$ cat src/rtl/uart_tx_scheduler_if.sv
// uart_tx_scheduler_if: requester-side and transmitter-side handshake bundle for uart_tx_scheduler.
interface uart_tx_scheduler_if #(
    parameter int NUM_REQ = 4,
    parameter int DATA_WIDTH = 8
);
    logic [NUM_REQ-1:0] reqValid;
    logic [NUM_REQ*DATA_WIDTH-1:0] reqData;
    logic [NUM_REQ-1:0] reqParityErrInj;
    logic [NUM_REQ-1:0] reqReady;
    logic txValid;
    logic [DATA_WIDTH-1:0] txData;
    logic txParityErrInj;
    logic txReady;
    logic txDone;
    modport master (
        input reqValid, reqData, reqParityErrInj, txReady, txDone,
        output reqReady, txValid, txData, txParityErrInj
    );
    modport slave (
        output reqValid, reqData, reqParityErrInj, txReady, txDone,
        input reqReady, txValid, txData, txParityErrInj
    );
endinterface

$ cat src/rtl/uart_tx_scheduler.sv
// uart_tx_scheduler: round-robin sharing of one UART transmitter between NUM_REQ requesters,
// with inter-frame gap, completed-packet counter and completion timeout.
module uart_tx_scheduler #(
    parameter int NUM_REQ = 4,
    parameter int DATA_WIDTH = 8,
    parameter int GAP_CYCLES = 2,
    parameter int TIMEOUT_CYCLES = 4096
) (
    input  logic clk,
    input  logic reset,
    input  logic enable,
    uart_tx_scheduler_if.master bus,
    output logic [$clog2(NUM_REQ)-1:0] grantId,
    output logic busy,
    output logic [15:0] packetCount,
    output logic timeoutErr
);
    localparam int IW = $clog2(NUM_REQ);
    localparam int TW = $clog2(TIMEOUT_CYCLES);
    localparam int GW = GAP_CYCLES > 1 ? $clog2(GAP_CYCLES) : 1;
    typedef enum logic [1:0] {IDLE, ISSUE, WAIT_DONE, GAP} state_t;
    localparam state_t AFTER = (GAP_CYCLES == 0) ? IDLE : GAP;
    state_t state;
    state_t stateNext;
    logic [IW-1:0] rrPtr;
    logic [IW-1:0] winner;
    logic [IW-1:0] idx;
    logic [DATA_WIDTH-1:0] selData;
    logic selInj;
    logic grant;
    logic done;
    logic abort;
    logic [TW-1:0] toCnt;
    logic [GW-1:0] gapCnt;
    // Scan from the farthest offset back to rrPtr so the nearest requester wins.
    always_comb begin
        winner = rrPtr;
        idx = '0;
        for (int k = NUM_REQ - 1; k >= 0; k--) begin
            idx = IW'((int'(rrPtr) + k) % NUM_REQ);
            if (bus.reqValid[idx]) winner = idx;
        end
    end
    always_comb begin
        selData = '0;
        selInj = 1'b0;
        for (int i = 0; i < NUM_REQ; i++) begin
            if (IW'(i) == winner) begin
                selData = bus.reqData[i*DATA_WIDTH +: DATA_WIDTH];
                selInj = bus.reqParityErrInj[i];
            end
        end
    end
    assign grant = state == IDLE && enable && |bus.reqValid;
    assign bus.reqReady = grant ? NUM_REQ'(1) << winner : '0;
    assign bus.txValid = state == ISSUE;
    assign busy = state != IDLE;
    assign done = state == WAIT_DONE && bus.txDone;
    // txDone on the limit cycle counts as completion, not as a timeout.
    assign abort = state == WAIT_DONE && !bus.txDone && toCnt == TW'(TIMEOUT_CYCLES - 1);
    always_comb begin
        stateNext = state;
        case (state)
            IDLE:      stateNext = grant ? ISSUE : IDLE;
            ISSUE:     stateNext = bus.txReady ? WAIT_DONE : ISSUE;
            WAIT_DONE: stateNext = (done || abort) ? AFTER : WAIT_DONE;
            GAP:       stateNext = gapCnt == GW'(GAP_CYCLES - 1) ? IDLE : GAP;
            default:   stateNext = IDLE;
        endcase
    end
    always_ff @(posedge clk or posedge reset) begin
        if (reset) begin
            state <= IDLE;
            rrPtr <= '0;
            grantId <= '0;
            bus.txData <= '0;
            bus.txParityErrInj <= 1'b0;
            packetCount <= '0;
            timeoutErr <= 1'b0;
            toCnt <= '0;
            gapCnt <= '0;
        end else begin
            state <= stateNext;
            timeoutErr <= abort;
            toCnt <= state == WAIT_DONE ? toCnt + 1'b1 : '0;
            gapCnt <= state == GAP ? gapCnt + 1'b1 : '0;
            if (grant) begin
                bus.txData <= selData;
                bus.txParityErrInj <= selInj;
                grantId <= winner;
                rrPtr <= winner == IW'(NUM_REQ - 1) ? '0 : winner + 1'b1;
            end
            if (done) packetCount <= packetCount + 1'b1;
        end
    end
endmodule

$ cat src/flat_wrapper.sv
// flat-port wrapper written by rule: the top's interface ports become plain ports
module uart_tx_scheduler_flat 
#(
    parameter int NUM_REQ = 4,
    parameter int DATA_WIDTH = 8,
    parameter int GAP_CYCLES = 2,
    parameter int TIMEOUT_CYCLES = 4096
)
  (clk, reset, enable, grantId, busy, packetCount, timeoutErr, bus_reqValid, bus_reqData, bus_reqParityErrInj, bus_txReady, bus_txDone, bus_reqReady, bus_txValid, bus_txData, bus_txParityErrInj);
  uart_tx_scheduler_if #(.NUM_REQ(NUM_REQ), .DATA_WIDTH(DATA_WIDTH)) bus_i ();
  input  logic clk;
  input  logic reset;
  input  logic enable;
  output logic [$clog2(NUM_REQ)-1:0] grantId;
  output logic busy;
  output logic [15:0] packetCount;
  output logic timeoutErr;
  input wire logic [$bits(bus_i.reqValid)-1:0] bus_reqValid;
  input wire logic [$bits(bus_i.reqData)-1:0] bus_reqData;
  input wire logic [$bits(bus_i.reqParityErrInj)-1:0] bus_reqParityErrInj;
  input wire logic [$bits(bus_i.txReady)-1:0] bus_txReady;
  input wire logic [$bits(bus_i.txDone)-1:0] bus_txDone;
  output wire logic [$bits(bus_i.reqReady)-1:0] bus_reqReady;
  output wire logic [$bits(bus_i.txValid)-1:0] bus_txValid;
  output wire logic [$bits(bus_i.txData)-1:0] bus_txData;
  output wire logic [$bits(bus_i.txParityErrInj)-1:0] bus_txParityErrInj;
  assign bus_i.reqValid = bus_reqValid;
  assign bus_i.reqData = bus_reqData;
  assign bus_i.reqParityErrInj = bus_reqParityErrInj;
  assign bus_i.txReady = bus_txReady;
  assign bus_i.txDone = bus_txDone;
  assign bus_reqReady = bus_i.reqReady;
  assign bus_txValid = bus_i.txValid;
  assign bus_txData = bus_i.txData;
  assign bus_txParityErrInj = bus_i.txParityErrInj;
  uart_tx_scheduler #(.NUM_REQ(NUM_REQ), .DATA_WIDTH(DATA_WIDTH), .GAP_CYCLES(GAP_CYCLES), .TIMEOUT_CYCLES(TIMEOUT_CYCLES)) u_core (.clk(clk), .reset(reset), .enable(enable), .bus(bus_i), .grantId(grantId), .busy(busy), .packetCount(packetCount), .timeoutErr(timeoutErr));
endmodule
$ cat config.mk
export PLATFORM = sky130hd
export DESIGN_NAME = uart_tx_scheduler_flat
export DESIGN_NICKNAME = d
export VERILOG_FILES = /design/src/rtl/uart_tx_scheduler_if.sv /design/src/rtl/uart_tx_scheduler.sv /design/src/flat_wrapper.sv
export SDC_FILE = /design/constraint.sdc
export NUM_CORES = 1
export LEC_CHECK = 0
export ABC_AREA = 1
export ABC_CLOCK_PERIOD_IN_PS = 3400
export BUFFER_PORTS_ARGS = -buffer_cell sky130_fd_sc_hd__clkbuf_2
export CORE_MARGIN = 2
export CORE_UTILIZATION = 55
export CTS_BUF_LIST = sky130_fd_sc_hd__clkbuf_16
export CTS_CLUSTER_DIAMETER = 80
export DETAILED_ROUTE_END_ITERATION = 10
export GPL_ROUTABILITY_DRIVEN = 1
export GPL_TIMING_DRIVEN = 0
export HOLD_SLACK_MARGIN = 0.02
export PLACE_DENSITY = 0.93
export SLEW_MARGIN = 15
export SYNTH_ARGS = -nofsm -noshare
export SYNTH_HDL_FRONTEND = slang
export SYNTH_SLANG_ARGS = --single-unit
$ cat constraint.sdc
create_clock -name clk -period 3.4 [get_ports clk]
set_input_delay 0.68 -clock clk [delete_from_list [all_inputs] [get_ports clk]]
set_output_delay 0.68 -clock clk [all_outputs]
set_load 0.01 [all_outputs]
==> flow_results.xml, run 1 <==
<?xml version="1.0" encoding="UTF-8"?>
<metrics>
  <group name="cells_and_area">
    <metric name="commonest_non_fill_non_tap_cell_in_the_layout" unit="">nand2_1</metric>
    <metric name="diodes" unit="">0</metric>
    <metric name="synthToLayoutAreaGrowth" unit="%">25.22</metric>
    <metric name="final_nets" unit="">461</metric>
    <metric name="layout.cell_area.non_filler" unit="mm²">0.003162</metric>
    <metric name="post_route_cells_drive_above_1_share" unit="">0.2847</metric>
    <metric name="post-route-util" unit="">0.7212</metric>
    <metric name="layout_common_cells" unit="">nand2_1, clkbuf_2, dfrtp_1, inv_1, nand3_1</metric>
    <metric name="fillerInstances" unit="">327</metric>
    <metric name="post_layout_nonfiller_instances" unit="">463</metric>
  </group>
  <group name="critical_path">
    <metric name="cp-end-kind" unit="">output pin</metric>
    <metric name="timing.critical_path.mode_cell" unit="">nand2_1</metric>
    <metric name="reg2reg_to" unit="">u_core.bus.txData[4]</metric>
    <metric name="worst-path-max-fanout" unit="">10</metric>
    <metric name="endpoint" unit="">bus_reqReady[2]</metric>
    <metric name="rrSetupSlack" unit="ns">0.87</metric>
    <metric name="timing.critical_path.buf_inv" unit="">6</metric>
    <metric name="crit_type" unit="">reg2out</metric>
    <metric name="timing.critical_path.max_delay_family" unit="">buffers and inverters</metric>
    <metric name="worst_ep_required_time" unit="ns">2.72</metric>
    <metric name="critical_path.max_stage_delay" unit="ns">0.37</metric>
    <metric name="critPathArrivalTime" unit="ns">2.51</metric>
    <metric name="cpMaxStageDelayCell" unit="">dfrtp_1</metric>
    <metric name="r2r.worst_path.cells" unit="">18</metric>
    <metric name="worst_setup_path_startpoint" unit="">u_core.rrPtr[0]</metric>
    <metric name="worst_setup_path_start_kind" unit="">flop</metric>
    <metric name="worstReg2RegStart" unit="">u_core.rrPtr[0]</metric>
    <metric name="crit_chain" unit="">buf_4, inv_2, nand2_1, nand3_1, nand2_1, inv_2, nand2_1, nand2_1, nand2_1, nand2_1, nand2_1, inv_1, ha_2, inv_1, nor2_1, clkbuf_2</metric>
    <metric name="path_depth" unit="">16</metric>
  </group>
  <group name="yosys">
    <metric name="synthesis.area" unit="mm²">0.002525</metric>
    <metric name="cells_after_synth" unit="">324</metric>
    <metric name="synth_xor_area_frac" unit="">0.04163</metric>
    <metric name="muxShareOfSynthArea" unit="">0</metric>
    <metric name="yosys_warnings" unit="">0</metric>
    <metric name="syn_avg_cell_area" unit="µm²">7.793</metric>
    <metric name="postSynth.asyncResetShare" unit="">1.000</metric>
    <metric name="ys_types" unit="">31</metric>
    <metric name="synth_compound_gate_area_share" unit="">0.09960</metric>
    <metric name="synth-simple-area-share" unit="">0.3072</metric>
    <metric name="synth_flop_cell" unit="">dfrtp_1</metric>
    <metric name="synth_edf_count" unit="">0</metric>
    <metric name="synth-seq-cells" unit="">45</metric>
    <metric name="yosys.area_share.adder" unit="">0.02973</metric>
    <metric name="syn-num-nets" unit="">375</metric>
    <metric name="synth_top_family_by_area" unit="">simple AND/OR/NAND/NOR gates</metric>
    <metric name="synth_sequential_area_ratio" unit="">0.4460</metric>
  </group>
  <group name="routing">
    <metric name="antenna_left" unit="">0</metric>
    <metric name="drtPass1Iterations" unit="">4</metric>
    <metric name="vias" unit="">2413</metric>
    <metric name="routedWlPerCell" unit="µm">12.75</metric>
    <metric name="drt_iter0_drc" unit="">193</metric>
    <metric name="remaining_drc_errors" unit="">0</metric>
    <metric name="wl" unit="µm">5905</metric>
    <metric name="drt-vias-per-instance" unit="">5.212</metric>
  </group>
  <group name="clock_tree">
    <metric name="tritoncts" unit="">built</metric>
    <metric name="h-tree-depth" unit="">2</metric>
    <metric name="cts.clk_slew.worst_paths" unit="ns">0.06</metric>
    <metric name="cts-buffers-inserted" unit="">5</metric>
    <metric name="clock_insertion_delay_worst_skew" unit="ns">0.29</metric>
    <metric name="cell_at_the_root_of_the_clock_tree" unit="">clkbuf_16</metric>
    <metric name="hold_buffers" unit="">0</metric>
    <metric name="cts.path.max_buffers" unit="">2</metric>
    <metric name="numClockSinks" unit="">45</metric>
  </group>
  <group name="floorplan">
    <metric name="core_region_area" unit="mm²">0.004384</metric>
    <metric name="floorplan.rows" unit="">24</metric>
    <metric name="die-width" unit="µm">71.76</metric>
    <metric name="die_height" unit="µm">71.76</metric>
    <metric name="initial_core_util" unit="">0.5759</metric>
    <metric name="ioPinCount" unit="">79</metric>
    <metric name="fp.dieArea" unit="mm²">0.005149</metric>
  </group>
  <group name="timing">
    <metric name="finalClockSkew" unit="ns">0.004949</metric>
    <metric name="final.hold.worst_slack" unit="ns">0.2846</metric>
    <metric name="fin_crit_sh" unit="">0.9371</metric>
    <metric name="period_needed" unit="ns">3.186</metric>
    <metric name="post-route-worst-setup-slack" unit="ns">0.2140</metric>
    <metric name="max_slew_margin" unit="">0.7471</metric>
    <metric name="rsz0062_at_grt" unit="">true</metric>
    <metric name="worstMarginPinSlew" unit="ns">0.3765</metric>
    <metric name="number_of_setup_violations_in_the_final_report" unit="">0</metric>
    <metric name="max_freq" unit="GHz">0.3139</metric>
    <metric name="slew_viol_final" unit="">0</metric>
    <metric name="hold_violations" unit="">0</metric>
  </group>
  <group name="placement">
    <metric name="place_area" unit="mm²">0.003000</metric>
    <metric name="detailedPlace.worstSlack" unit="ns">0.05594</metric>
    <metric name="dp_hpwl" unit="µm">4485</metric>
    <metric name="dp_cells" unit="">455</metric>
    <metric name="numPortBuffers" unit="">78</metric>
    <metric name="gp_congestion" unit="">0.8049</metric>
  </group>
  <group name="global_routing">
    <metric name="grt_max_degree" unit="">37</metric>
    <metric name="globalRoute.totalOverflow" unit="">0</metric>
    <metric name="vias_in_the_first_global_route" unit="">2397</metric>
    <metric name="wire_length_of_the_first_global_routing_pass" unit="µm">10410</metric>
    <metric name="groute.usage.overall" unit="">0.2570</metric>
    <metric name="antenna_violations_before_repair" unit="">0</metric>
  </group>
  <group name="flow_run">
    <metric name="cap_violations" unit="">0</metric>
  </group>
  <group name="outcome">
    <metric name="run_status" unit="">finished, final reports clean</metric>
  </group>
  <group name="power_and_ir_drop">
    <metric name="vdd_drop_max" unit="mV">0.5351</metric>
    <metric name="leakage_power_figure" unit="nW">1.745</metric>
    <metric name="power_density" unit="mW/mm²">807.6</metric>
  </group>
  <group name="min_path">
    <metric name="timing.hold.worst.class" unit="">in2async</metric>
  </group>
</metrics>
## state kept, by name (all words and copies together), names as in the netlist
name,count
u_core.bus.txData,8
u_core.bus.txParityErrInj,1
u_core.gapCnt,1
u_core.grantId,2
u_core.packetCount,16
u_core.rrPtr,2
u_core.state,2
u_core.timeoutErr,1
u_core.toCnt,12
## synth_stat cells, types with 2 or more instances
master	n	area share
o21ai_1	4	0.0079
ha_1	6	0.030
nor2_4	2	0.0089
nand3_1	27	0.054
nand2_4	3	0.013
buf_2	2	0.0040
o21ai_0	16	0.032
inv_1	33	0.049
inv_2	8	0.012
clkbuf_1	2	0.0030
nand2_1	94	0.14
o211ai_1	9	0.027
nand3b_1	2	0.0059
xnor2_1	4	0.014
dfrtp_1	45	0.45
xor2_1	8	0.028
nor2_1	24	0.036
nor3_1	5	0.0099
a21oi_1	15	0.030
nand4_1	2	0.0050
nor2_2	3	0.0074
## layer usage
metal	GRT usage	share of wire	up-vias
met3	0.04923	0.054	15
li1	-	-	1212
met4	0.07547	0.018	0
met5	0	0	-
met1	0.3036	0.40	1089
met2	0.4722	0.53	97
## metrics by stage
stage | TNS [ns] | total power [W]
after floorplan | 0 | 0.001652
after global placement | 0 | 0.001949
after detailed placement | 0 | 0.002012
after CTS | 0 | 0.002507
after global routing | -0.03487 | 0.002800
final | 0 | 0.002554
## worst min path at each step
stage	start	endpoint	slack, ns
after floorplan	u_core.gapCnt	u_core.gapCnt	0.41
after global placement	u_core.gapCnt	u_core.gapCnt	0.43
after detailed placement	u_core.gapCnt	u_core.gapCnt	0.46
after CTS	reset	u_core.bus.txData[0]	0.29
after global routing	reset	u_core.bus.txData[0]	0.30
final	reset	u_core.bus.txData[0]	0.28
## kinds of logic (layout without fill, tap and decap cells)
kind of cell,count (synthesis),after routing
simple gates,168,168
buf+inv,48,135
compound gates,45,45
flops,45,45
xor+xnor,12,12
fa+ha+maj,6,6
## final cells by class
cell class              count  area [µm²]  share of cell area
multi-input cells         231        1210              0.3827
flip-flops and latches     45        1126              0.3562
well taps                  52       65.06             0.02058
clock buffers               5       125.1             0.03957
inverters                  43       170.2             0.05382
repair buffers             81       425.4              0.1345
clock inverters             3       22.52            0.007123
plain buffers               3       17.52            0.005540
## report_power, final
part           total [W]  internal, W  switching, W
combinational    0.00132     0.000487      0.000832
clock           0.000483     0.000272      0.000211
sequential      0.000752     0.000656     0.0000959
## repair_timing
action / in CTS / in global routing
gates resized for setup: 0 / 2
setup endpoints to repair: 1 / 3
setup buffers: 0 / 2
Power figures use the tool's default switching activity.
==> inputs of run 2 (changes only) <==
- ABC_CLOCK_PERIOD_IN_PS: 3400 -> 4150
- clock period: 3.4 -> 4.15 ns (I/O delays scaled with it)
==> flow_results.xml, run 2 (synthesis results as in run 1) <==
<?xml version="1.0" encoding="UTF-8"?>
<metrics>
  <group name="outcome">
    <metric name="run_status" unit="">finished, final reports clean</metric>
  </group>
  <group name="routing">
    <metric name="antenna_left" unit="">0</metric>
    <metric name="vias" unit="">2383</metric>
    <metric name="drt_iter0_drc" unit="">203</metric>
    <metric name="wl" unit="µm">5898</metric>
    <metric name="routedWlPerCell" unit="µm">12.74</metric>
    <metric name="drtPass1Iterations" unit="">5</metric>
    <metric name="remaining_drc_errors" unit="">0</metric>
    <metric name="drt-vias-per-instance" unit="">5.147</metric>
  </group>
  <group name="global_routing">
    <metric name="vias_in_the_first_global_route" unit="">2397</metric>
    <metric name="grt_max_degree" unit="">37</metric>
    <metric name="globalRoute.totalOverflow" unit="">0</metric>
    <metric name="antenna_violations_before_repair" unit="">0</metric>
    <metric name="groute.usage.overall" unit="">0.2570</metric>
    <metric name="wire_length_of_the_first_global_routing_pass" unit="µm">10410</metric>
  </group>
  <group name="cells_and_area">
    <metric name="commonest_non_fill_non_tap_cell_in_the_layout" unit="">nand2_1</metric>
    <metric name="post_route_cells_drive_above_1_share" unit="">0.2749</metric>
    <metric name="sequential_cell_area" unit="mm²">0.001126</metric>
    <metric name="synthToLayoutAreaGrowth" unit="%">24.68</metric>
    <metric name="max_ffs_per_register" unit="">16</metric>
    <metric name="final_nets" unit="">461</metric>
    <metric name="fillerInstances" unit="">338</metric>
    <metric name="diodes" unit="">0</metric>
    <metric name="layout.cell_area.non_filler" unit="mm²">0.003148</metric>
    <metric name="top_regs" unit="">u_core.packetCount (16), u_core.toCnt (12), u_core.bus.txData (8)</metric>
    <metric name="multiInputGateArea" unit="mm²">0.001207</metric>
    <metric name="largest-register" unit="">u_core.packetCount</metric>
    <metric name="layout_common_cells" unit="">nand2_1, clkbuf_2, dfrtp_1, inv_1, nand3_1</metric>
  </group>
  <group name="clock_tree">
    <metric name="cell_at_the_root_of_the_clock_tree" unit="">clkbuf_16</metric>
    <metric name="cts-buffers-inserted" unit="">5</metric>
    <metric name="numClockSinks" unit="">45</metric>
    <metric name="cts.path.max_buffers" unit="">2</metric>
    <metric name="cts.clk_slew.worst_paths" unit="ns">0.06</metric>
    <metric name="h-tree-depth" unit="">2</metric>
    <metric name="postCtsSetupBuffers" unit="">0</metric>
    <metric name="tritoncts" unit="">built</metric>
    <metric name="hold_buffers" unit="">0</metric>
    <metric name="clock_insertion_delay_worst_skew" unit="ns">0.29</metric>
    <metric name="cts_repair_resize_count" unit="">0</metric>
  </group>
  <group name="floorplan">
    <metric name="floorplan.rows" unit="">24</metric>
    <metric name="initial_core_util" unit="">0.5759</metric>
    <metric name="ioPinCount" unit="">79</metric>
    <metric name="die-width" unit="µm">71.76</metric>
    <metric name="fp.dieArea" unit="mm²">0.005149</metric>
    <metric name="core_region_area" unit="mm²">0.004384</metric>
    <metric name="die_height" unit="µm">71.76</metric>
  </group>
  <group name="timing">
    <metric name="hold_violations" unit="">0</metric>
    <metric name="period_needed" unit="ns">3.687</metric>
    <metric name="number_of_setup_violations_in_the_final_report" unit="">0</metric>
    <metric name="slew_viol_final" unit="">0</metric>
    <metric name="max_freq" unit="GHz">0.2712</metric>
    <metric name="fin_setup_tns" unit="ns">0</metric>
    <metric name="max_slew_margin" unit="">0.7132</metric>
    <metric name="rsz0062_at_grt" unit="">false</metric>
    <metric name="worstMarginPinSlew" unit="ns">0.4302</metric>
    <metric name="finalClockSkew" unit="ns">0.004762</metric>
    <metric name="fin_crit_sh" unit="">0.8885</metric>
  </group>
  <group name="placement">
    <metric name="place_area" unit="mm²">0.003000</metric>
    <metric name="gp_congestion" unit="">0.8049</metric>
    <metric name="dp_hpwl" unit="µm">4485</metric>
    <metric name="numPortBuffers" unit="">78</metric>
  </group>
  <group name="critical_path">
    <metric name="worst_setup_path_start_kind" unit="">input pin</metric>
    <metric name="critPathArrivalTime" unit="ns">2.86</metric>
    <metric name="crit_type" unit="">in2out</metric>
    <metric name="cp-end-kind" unit="">output pin</metric>
    <metric name="worst-path-max-fanout" unit="">10</metric>
    <metric name="worst_ep_required_time" unit="ns">3.32</metric>
    <metric name="worst_setup_path_startpoint" unit="">bus_reqValid[3]</metric>
    <metric name="worstReg2RegStart" unit="">u_core.rrPtr[0]</metric>
  </group>
  <group name="power_and_ir_drop">
    <metric name="power_density" unit="mW/mm²">651.9</metric>
    <metric name="leakage_power_figure" unit="nW">1.740</metric>
    <metric name="vdd_drop_max" unit="mV">0.4559</metric>
  </group>
  <group name="min_path">
    <metric name="timing.hold.worst.class" unit="">in2async</metric>
  </group>
  <group name="flow_run">
    <metric name="cap_violations" unit="">0</metric>
  </group>
</metrics>
run 2: cell types whose count changed in the layout (fill, tap and decap cells not counted), sizes merged:
| cell | before | now |
|---|---|---|
| clkinvlp | 4 | 3 |
| buf | 6 | 4 |
| clkbuf | 83 | 85 |
| clkinv | 0 | 1 |
run 2: per-layer routing:
| layer | vias to the layer above | global-route usage | wire (µm) |
|---|---|---|---|
| met2 | 88 | 0.4722 | 3173 |
| met5 | - | 0 | 0 |
| met4 | 0 | 0.07547 | 68 |
| met3 | 6 | 0.04923 | 281 |
| li1 | 1209 | - | - |
| met1 | 1080 | 0.3036 | 2376 |
run 2: final cells by class:
class	instances	area share
timing repair buffer	79	0.1304
inverter	43	0.05286
tap	52	0.02067
clock buffer	5	0.03975
buffer	5	0.007949
clock inverter	3	0.007154
sequential	45	0.3577
multi-input combinational	231	0.3835
run 2: stage by stage:
step	total power (W)	util	instances	worst slack [ns]	hold slack, ns
3_5_place_dp	0.001648	0.6844	455	0.5059	0.4575
5_1_grt	0.002260	0.7180	463	0.1898	0.4489
3_3_place_gp	0.001597	0.6798	454	0.6564	0.4286
2_1_floorplan	0.001353	-	324	1.050	0.4088
6_report	0.002052	0.7180	463	0.4627	0.4358
4_1_cts	0.002054	0.7180	463	0.4970	0.4427
run 2: worst max-delay path, cell delays in order:
cell and delay [ns]:
clkbuf_2 0.08, inv_1 0.06, o21ai_1 0.19, nand2_1 0.10, nand2_1 0.07, nand2_1 0.06, nand2_1 0.07, nand2_1 0.05
nand2_1 0.07, nand2_1 0.11, inv_1 0.10, ha_1 0.14, clkbuf_1 0.35, inv_1 0.26, nor2_1 0.16, clkbuf_2 0.14
run 2: worst paths after layout:
| path | to | slack [ns] | cells after the start |
|---|---|---|---|
| min in group clk | u_core.gapCnt | 0.46 | 1 |
| max in group asynchronous | u_core.toCnt[4] | 3.26 | 3 |
| max reg2reg | u_core.bus.txParityErrInj | 1.49 | 17 |
| min reg2reg | u_core.gapCnt | 0.46 | 1 |
| min | u_core.bus.txData[0] | 0.44 | 2 |
| max | bus_reqReady[2] | 0.46 | 16 |
run 2: where the power goes:
group | switching (W) | internal, W | leakage [nW]
combinational | 0.000674 | 0.000366 | 1.09
clock | 0.000173 | 0.000223 | 0.0621
sequential | 0.0000790 | 0.000537 | 0.585
==> inputs of run 3 (changes only) <==
- GPL_TIMING_DRIVEN: 0 -> unset
==> flow_results.xml, run 3 (synthesis results as in run 1) <==
<?xml version="1.0" encoding="UTF-8"?>
<metrics>
  <group name="outcome">
    <metric name="run_status" unit="">finished, final reports clean</metric>
  </group>
  <group name="power_and_ir_drop">
    <metric name="leakage_power_figure" unit="nW">1.742</metric>
    <metric name="vdd_drop_max" unit="mV">0.6044</metric>
    <metric name="power_density" unit="mW/mm²">662.9</metric>
  </group>
  <group name="clock_tree">
    <metric name="postCtsSetupBuffers" unit="">0</metric>
    <metric name="cell_at_the_root_of_the_clock_tree" unit="">clkbuf_16</metric>
    <metric name="cts.path.max_buffers" unit="">2</metric>
    <metric name="clock_insertion_delay_worst_skew" unit="ns">0.28</metric>
    <metric name="cts.clk_slew.worst_paths" unit="ns">0.06</metric>
    <metric name="cts-buffers-inserted" unit="">5</metric>
    <metric name="hold_buffers" unit="">0</metric>
    <metric name="numClockSinks" unit="">45</metric>
    <metric name="cts_repair_resize_count" unit="">0</metric>
    <metric name="tritoncts" unit="">built</metric>
    <metric name="h-tree-depth" unit="">2</metric>
  </group>
  <group name="timing">
    <metric name="number_of_setup_violations_in_the_final_report" unit="">0</metric>
    <metric name="finalClockSkew" unit="ns">0.004908</metric>
    <metric name="max_slew_margin" unit="">0.6270</metric>
    <metric name="worstMarginPinSlew" unit="ns">0.5596</metric>
    <metric name="hold_violations" unit="">0</metric>
    <metric name="fin_setup_tns" unit="ns">0</metric>
    <metric name="fin_crit_sh" unit="">0.8563</metric>
    <metric name="period_needed" unit="ns">3.554</metric>
    <metric name="rsz0062_at_grt" unit="">false</metric>
    <metric name="final.hold.worst_slack" unit="ns">0.4586</metric>
    <metric name="max_freq" unit="GHz">0.2814</metric>
    <metric name="slew_viol_final" unit="">0</metric>
  </group>
  <group name="global_routing">
    <metric name="grt_max_degree" unit="">46</metric>
    <metric name="groute.usage.overall" unit="">0.2425</metric>
    <metric name="antenna_violations_before_repair" unit="">0</metric>
    <metric name="vias_in_the_first_global_route" unit="">2317</metric>
    <metric name="globalRoute.totalOverflow" unit="">0</metric>
    <metric name="wire_length_of_the_first_global_routing_pass" unit="µm">9977</metric>
  </group>
  <group name="cells_and_area">
    <metric name="commonest_non_fill_non_tap_cell_in_the_layout" unit="">nand2_1</metric>
    <metric name="final_nets" unit="">456</metric>
    <metric name="post_route_cells_drive_above_1_share" unit="">0.2660</metric>
    <metric name="largest-register" unit="">u_core.packetCount</metric>
    <metric name="post_layout_nonfiller_instances" unit="">458</metric>
    <metric name="top_regs" unit="">u_core.packetCount (16), u_core.toCnt (12), u_core.bus.txData (8)</metric>
    <metric name="layout_common_cells" unit="">nand2_1, clkbuf_2, dfrtp_1, inv_1, nand3_1</metric>
    <metric name="fillerInstances" unit="">322</metric>
    <metric name="synthToLayoutAreaGrowth" unit="%">23.98</metric>
    <metric name="post-route-util" unit="">0.7140</metric>
    <metric name="diodes" unit="">0</metric>
    <metric name="max_ffs_per_register" unit="">16</metric>
  </group>
  <group name="placement">
    <metric name="dp_cells" unit="">450</metric>
    <metric name="dp_hpwl" unit="µm">4496</metric>
    <metric name="gp_congestion" unit="">0.8506</metric>
    <metric name="numPortBuffers" unit="">78</metric>
  </group>
  <group name="floorplan">
    <metric name="fp.dieArea" unit="mm²">0.005149</metric>
    <metric name="initial_core_util" unit="">0.5759</metric>
    <metric name="floorplan.rows" unit="">24</metric>
    <metric name="die-width" unit="µm">71.76</metric>
    <metric name="ioPinCount" unit="">79</metric>
    <metric name="core_region_area" unit="mm²">0.004384</metric>
    <metric name="die_height" unit="µm">71.76</metric>
  </group>
  <group name="critical_path">
    <metric name="critPathArrivalTime" unit="ns">2.72</metric>
    <metric name="cpMaxStageDelayCell" unit="">ha_1</metric>
    <metric name="worst-path-max-fanout" unit="">10</metric>
    <metric name="cp-end-kind" unit="">output pin</metric>
    <metric name="timing.critical_path.buf_inv" unit="">5</metric>
    <metric name="crit_chain" unit="">clkbuf_2, inv_1, nand2_1, nand3_1, nand2_1, inv_2, nand2_1, nand2_1, nand2_1, nand2_1, nand2_1, ha_1, clkinv_1, nor2_1, clkbuf_2</metric>
    <metric name="critical_path.max_stage_delay" unit="ns">0.37</metric>
    <metric name="worst_ep_required_time" unit="ns">3.32</metric>
    <metric name="timing.critical_path.max_delay_family" unit="">simple AND/OR/NAND/NOR gates</metric>
    <metric name="timing.critical_path.mode_cell" unit="">nand2_1</metric>
    <metric name="crit_type" unit="">in2out</metric>
    <metric name="worst_setup_path_start_kind" unit="">input pin</metric>
  </group>
  <group name="routing">
    <metric name="remaining_drc_errors" unit="">0</metric>
    <metric name="drtPass1Iterations" unit="">4</metric>
    <metric name="vias" unit="">2407</metric>
    <metric name="drt-vias-per-instance" unit="">5.255</metric>
    <metric name="routedWlPerCell" unit="µm">12.78</metric>
    <metric name="wl" unit="µm">5855</metric>
    <metric name="drt_iter0_drc" unit="">148</metric>
    <metric name="antenna_left" unit="">0</metric>
  </group>
  <group name="flow_run">
    <metric name="cap_violations" unit="">0</metric>
  </group>
  <group name="min_path">
    <metric name="timing.hold.worst.class" unit="">reg2reg</metric>
  </group>
</metrics>
## run 3: changes by cell type in the layout (fill, tap and decap cells not counted), sizes merged
| cell | change |
|---|---|
| buf | -3 |
| bufinv | +1 |
| clkbuf | -2 |
| clkinv | +2 |
| clkinvlp | -3 |
## run 3: cell type report
class                           instances  area (µm²)  area share
Multi-Input combinational cell        231        1207      0.3857
Sequential cell                        45        1126      0.3597
Timing Repair Buffer                   79       397.9      0.1271
Inverter                               43       166.4     0.05316
Clock buffer                            5       125.1     0.03997
Tap cell                               52       65.06     0.02078
Clock inverter                          3       42.54     0.01359
## run 3: power by group
group,switching (W),leakage (nW),internal (W)
Combinational,0.000648,1.07,0.000357
Sequential,0.0000920,0.585,0.000537
Clock,0.000159,0.0852,0.000283
Total,0.000898,1.74,0.00118
## run 3: worst register-to-register path: stages, from the launching register on
cell      delay, ns
dfrtp_1        0.55
inv_2          0.13
nand2_1        0.11
nand3_1        0.11
nand2_1        0.13
inv_2          0.03
nand2_1        0.05
nand2_1        0.06
nand2_1        0.05
nand2_1        0.06
nand2_1        0.16
ha_1           0.37
clkinv_1       0.31
nand3_1        0.14
nand2_1        0.07
o21ai_0        0.10
o211ai_1       0.13
## run 3: worst paths after layout
| path | from | endpoint | slack, ns | cells after the start |
|---|---|---|---|---|
| max | bus_reqValid[0] | bus_reqReady[1] | 0.60 | 15 |
| max in group asynchronous | reset | u_core.toCnt[11] | 3.11 | 3 |
| max reg2reg | u_core.rrPtr[0] | u_core.bus.txData[1] | 1.48 | 16 |
| min in group asynchronous | reset | u_core.packetCount[7] | 0.66 | 3 |
| min | u_core.gapCnt | u_core.gapCnt | 0.46 | 1 |
| min reg2reg | u_core.gapCnt | u_core.gapCnt | 0.46 | 1 |
## run 3: per-stage QoR
step / instance area, µm² / total power (W) / worst slack (ns)
after global placement: 2963 / 0.001577 / 0.8364
after detailed placement: 2963 / 0.001619 / 0.6831
after CTS: 3131 / 0.002069 / 0.6719
after floorplan: 2525 / 0.001353 / 1.050
final: 3131 / 0.002075 / 0.5962
after global routing: 3131 / 0.002243 / 0.4140
## run 3: per-layer routing
| metal | GRT usage | up-vias | routed length (µm) |
|---|---|---|---|
| met3 | 0.04641 | 27 | 384 |
| met4 | 0.1069 | 0 | 186 |
| met1 | 0.2927 | 1073 | 2438 |
| met2 | 0.4208 | 110 | 2846 |
| met5 | 0 | - | 0 |
| li1 | - | 1197 | - |
